## src/rtl/rx_fis_ctrl.sv

```systemverilog
// rx_fis_ctrl: walks inbound FIS frames from the FIFO, forwards Data-FIS payload to DMA,
// and reports the type, dword length and error status of each completed frame.
module rx_fis_ctrl #(
    parameter int C_MAX_DW = 7,
    parameter int C_LEN_W  = 12
) (
    input  logic               sys_clk,
    input  logic               sys_rst,
    input  logic               port2rxctl_en,
    input  logic               ififo2port_empty,
    input  logic [35:0]        ififo2rxdma_ndr_rd_do,
    output logic               rxdma2ififo_ndr_rd_en,
    output logic [31:0]        rxctl2dma_data,
    output logic               rxctl2dma_valid,
    output logic               rxctl2dma_last,
    input  logic               dma2rxctl_ready,
    output logic               rxctl2port_fis_done,
    output logic [7:0]         rxctl2port_fis_type,
    output logic [C_LEN_W-1:0] rxctl2port_fis_len,
    output logic               rxctl2port_fis_err,
    output logic               rxctl_busy
);
    typedef enum logic [2:0] {IDLE, HDR, DATA, CTRL, DROP, DONE} state_t;
    state_t state, state_nxt;
    logic [7:0] typ, typ_nxt;
    logic [C_LEN_W-1:0] len, len_nxt, len_inc;
    logic err, err_nxt, pop, sof, eof, werr, at_max, unused_bit;
    assign sof = ififo2rxdma_ndr_rd_do[35];
    assign eof = ififo2rxdma_ndr_rd_do[34];
    assign werr = ififo2rxdma_ndr_rd_do[33];
    assign unused_bit = ififo2rxdma_ndr_rd_do[32];
    assign len_inc = (len == '1) ? len : len + 1'b1;
    assign at_max = len == C_LEN_W'(C_MAX_DW);
    always_comb begin
        state_nxt = state;
        typ_nxt = typ;
        len_nxt = len;
        err_nxt = err;
        pop = 1'b0;
        case (state)
            IDLE: state_nxt = (port2rxctl_en && !ififo2port_empty) ? HDR : IDLE;
            HDR: begin
                pop = sof;
                err_nxt = err | !sof;
                typ_nxt = sof ? ififo2rxdma_ndr_rd_do[7:0] : typ;
                len_nxt = sof ? C_LEN_W'(1) : len;
                state_nxt = !sof ? DROP : eof ? DONE : (ififo2rxdma_ndr_rd_do[7:0] == 8'h46) ? DATA : CTRL;
            end
            DATA: begin
                pop = dma2rxctl_ready;
                state_nxt = (dma2rxctl_ready && eof) ? DONE : DATA;
            end
            CTRL: begin
                pop = 1'b1;
                err_nxt = err | at_max;
                state_nxt = eof ? DONE : at_max ? DROP : CTRL;
            end
            DROP: begin
                pop = 1'b1;
                state_nxt = eof ? DONE : DROP;
            end
            DONE: begin
                len_nxt = '0;
                err_nxt = 1'b0;
                state_nxt = IDLE;
            end
            default: state_nxt = IDLE;
        endcase
        // header pop loads len=1 above; every later pop counts one dword
        if (pop && state != HDR) len_nxt = len_inc;
        if (pop && werr) err_nxt = 1'b1;
    end
    always_ff @(posedge sys_clk or posedge sys_rst) begin
        if (sys_rst) begin
            state <= IDLE;
            typ <= '0;
            len <= '0;
            err <= 1'b0;
            rxctl2port_fis_type <= '0;
            rxctl2port_fis_len <= '0;
            rxctl2port_fis_err <= 1'b0;
        end else begin
            state <= state_nxt;
            typ <= typ_nxt;
            len <= len_nxt;
            err <= err_nxt;
            if (state_nxt == DONE) begin
                rxctl2port_fis_type <= typ_nxt;
                rxctl2port_fis_len <= len_nxt;
                rxctl2port_fis_err <= err_nxt;
            end
        end
    end
    assign rxdma2ififo_ndr_rd_en = pop;
    assign rxctl2dma_valid = state == DATA;
    assign rxctl2dma_data = ififo2rxdma_ndr_rd_do[31:0];
    assign rxctl2dma_last = rxctl2dma_valid & eof;
    assign rxctl2port_fis_done = state == DONE;
    assign rxctl_busy = state != IDLE;
endmodule

```

## config.mk

```make
export PLATFORM = sky130hd
export DESIGN_NAME = rx_fis_ctrl
export DESIGN_NICKNAME = d
export VERILOG_FILES = /design/src/rtl/rx_fis_ctrl.sv
export SDC_FILE = /design/constraint.sdc
export NUM_CORES = 1
export LEC_CHECK = 0
export BUFFER_PORTS_ARGS = -buffer_cell sky130_fd_sc_hd__buf_4
export CAP_MARGIN = 15
export CORE_UTILIZATION = 45
export DETAILED_ROUTE_END_ITERATION = 12
export PLACE_DENSITY = 0.75
export SKIP_LAST_GASP = 1
export SLEW_MARGIN = 20
export SYNTH_ARGS = -nofsm -noshare
export SYNTH_HDL_FRONTEND = slang
export SYNTH_SLANG_ARGS = --single-unit
```

## constraint.sdc

```tcl
create_clock -name sys_clk -period 3 [get_ports sys_clk]
set_input_delay 0.6 -clock sys_clk [delete_from_list [all_inputs] [get_ports sys_clk]]
set_output_delay 0.6 -clock sys_clk [all_outputs]
set_load 0.01 [all_outputs]
```

==> out/metrics.csv <==
metric,value,unit
antenna violations before repair,0,
Die H,76.6,um
static leakage,1.31,nW
Top Layer Used,met4,
Syn Nets,255,
Synth cell types,46,
Synth Warn #,0,
Crit Path Category,flip-flop to flip-flop,
dpl cells,298,
share of the synthesized area in the top cell type,45.0,%
WL met3,283,um
post-DP HPWL,3.43,mm
routed len/inst,15.4,um
RSZ-0062 raised after global routing,false,
fin area,2790,um2
Initial Util,47.8,%
met2 wire len,2.16,mm
core box area,5240,um2
Clock Latency Late Sink,310,ps
Critical Path RT,3190,ps
pins over their slew limit,0,
worst rel slew slack,48.4,%
clock-pin slew on the worst setup and hold paths,90,ps
pwr/cell area,846,nW/um2
total CTS buffers,5,
vias per inst,5.43,
Die Area,5860,um2
CTS max path bufs,2,
M1 WL,2.11,mm
gr usage total,17.2,%
Resize count post-CTS,0,
CP Max Fanout,17,
sequential cell fraction of total power,38.4,%
Overflow after GRT,0,
sw frac,35.3,%
FMAX,373,MHz
largest cells by area after synthesis,"dfrtp_1 (45%), mux2_4 (12%), buf_4 (9.9%)",
Ports,99,
first drt pass iteration count,4,
Setup TNS,0,ps
DR iter-0 viols,54,
WP data arrival,2880,ps
CTS Hold Bufs,0,
ys async rst share,100,%
TritonCTS clock tree,done,
drt drc,0,
number of synthesized flops with an enable pin,0,
# clock sinks,45,
vias in the first global route,1610,
maximum vdd drop,0.506,mV
Max-Cap Viols,0,
Rows,26,
share of post-route cells with drive strength above 1,40.7,%
Tmin final,2680,ps
internal power component,1.53,mW
pin count of the biggest net entering global routing,24,
Logic pwr share,45.0,%
Syn-to-layout area delta,11.4,%
global-route wire length before repair,7.87,mm
# nets final,277,
Tcrit/Tclk final,89.5,%
post-CTS setup buffer count,0,
DP Area,2690,um2
Post-synth top flop,dfrtp_1,
most frequent cells in the layout,"buf_4 (54), dfrtp_1 (45), mux2_4 (20)",
# H-tree levels,2,
diode count,0,
Post-Syn Area,2500,um2
Clock power frac,16.6,%
Worst-Margin Slew,770,ps
Fill cells,436,
Final GP Congestion,0.826,
switching pwr,0.831,mW
Final setup violation count,0,
cells after synthesis,213,
type of the most critical hold path,input port to async pin,
Total Wirelength,4.73,mm
outcome,"finished, final reports clean",
"Hold Violations, Final",0,
register area share after synthesis,45.0,%
routed via count,1662,
Synth Register Bits,45,
"most common cell after layout, fill and taps aside",buf_4,
die width,76.6,um
Routed Antenna Nets,0,
Final Non-Filler Cells,306,
Avg Inst Size Synth,11.7,um2
skew final,5.32,ps
CP endpoint kind,flip-flop,
# port buffers,49,
CP Launch Type,flip-flop,
CTS root buf,clkbuf_8,
"area leader, netlist",dfrtp_1,
registers in the layout (all words and copies together), names as in the netlist:
name and cells:
len 12, rxctl2port_fis_len 12, rxctl2port_fis_type 8, typ 8
state 3, err 1, rxctl2port_fis_err 1
kinds of logic (layout without fill, tap and decap cells):
kind of cell,Yosys count,in the layout,synth area share (%)
compound gates,22,22,8.00
fa+ha+maj,1,1,0.500
flops,45,45,45.0
buf+inv,40,63,12.3
mux,37,37,19.3
simple gates,68,68,15.0
metal layers:
layer / track usage, % / up-vias
met5: 0 / -
met4: 10.2 / 0
met3: 4.55 / 26
met2: 25.2 / 50
met1: 22.6 / 803
li1: - / 783
Yosys cell counts, types with 4 or more instances:
cell type  number
and2_1          4
and3_1          4
buf_4          33
dfrtp_1        45
mux2_2          8
mux2_4         20
mux2i_1         8
nand2_1        14
nand2b_1        6
nand3_1         6
nand4_1         5
nor2_1         12
area by class of cell:
| cell class | instances | area (um2) | share of cell area, % |
|---|---|---|---|
| tap | 70 | 87.6 | 3.14 |
| multi-input combinational | 128 | 1070 | 38.4 |
| clock buffer | 5 | 68.8 | 2.47 |
| clock inverter | 3 | 25.0 | 0.898 |
| inverter | 1 | 3.75 | 0.135 |
| timing repair buffer | 54 | 405 | 14.6 |
| sequential | 45 | 1130 | 40.4 |
per-stage QoR:
stage                     hold slack [ps]  power [mW]  setup slack, ps  utilization [%]
after floorplan                       469        1.70              866                -
after global placement                476        1.95              342             51.4
after detailed placement              488        1.98              320             51.4
after CTS                             349        2.38              300             53.2
after global routing                  374        2.51              180             53.2
final                                 332        2.36              316             53.2
path summary, 6_finish.rpt:
check	start	to	slack, ps	cells after the start
worst min-delay path	sys_rst	rxctl2port_fis_len[1]	330	2
worst max register to register	len[0]	rxctl2port_fis_len[5]	320	7
worst min register to register	typ[1]	typ[1]	500	1
max in group asynchronous	sys_rst	len[11]	1960	3
min in group sys_clk	typ[1]	typ[1]	500	1
worst max-delay path	len[0]	rxctl2port_fis_len[5]	320	7
power by group through the flow:
stage	combinational [mW]	clock, mW	sequential (mW)
floorplan	0.771	0	0.924
global placement	1.04	0	0.908
detailed placement	1.07	0	0.913
CTS	1.07	0.406	0.907
global route	1.15	0.436	0.931
finish	1.06	0.391	0.905
worst max-delay path, cell delays in order, from the launching register on:
cell and delay [ps]:
dfrtp_1 420, ha_1 230, and2_1 170, nand4_1 220, nand3_1 250, a221oi_4 530
buf_4 410, mux2_4 330
No activity file was read; power rests on OpenSTA's default activity.
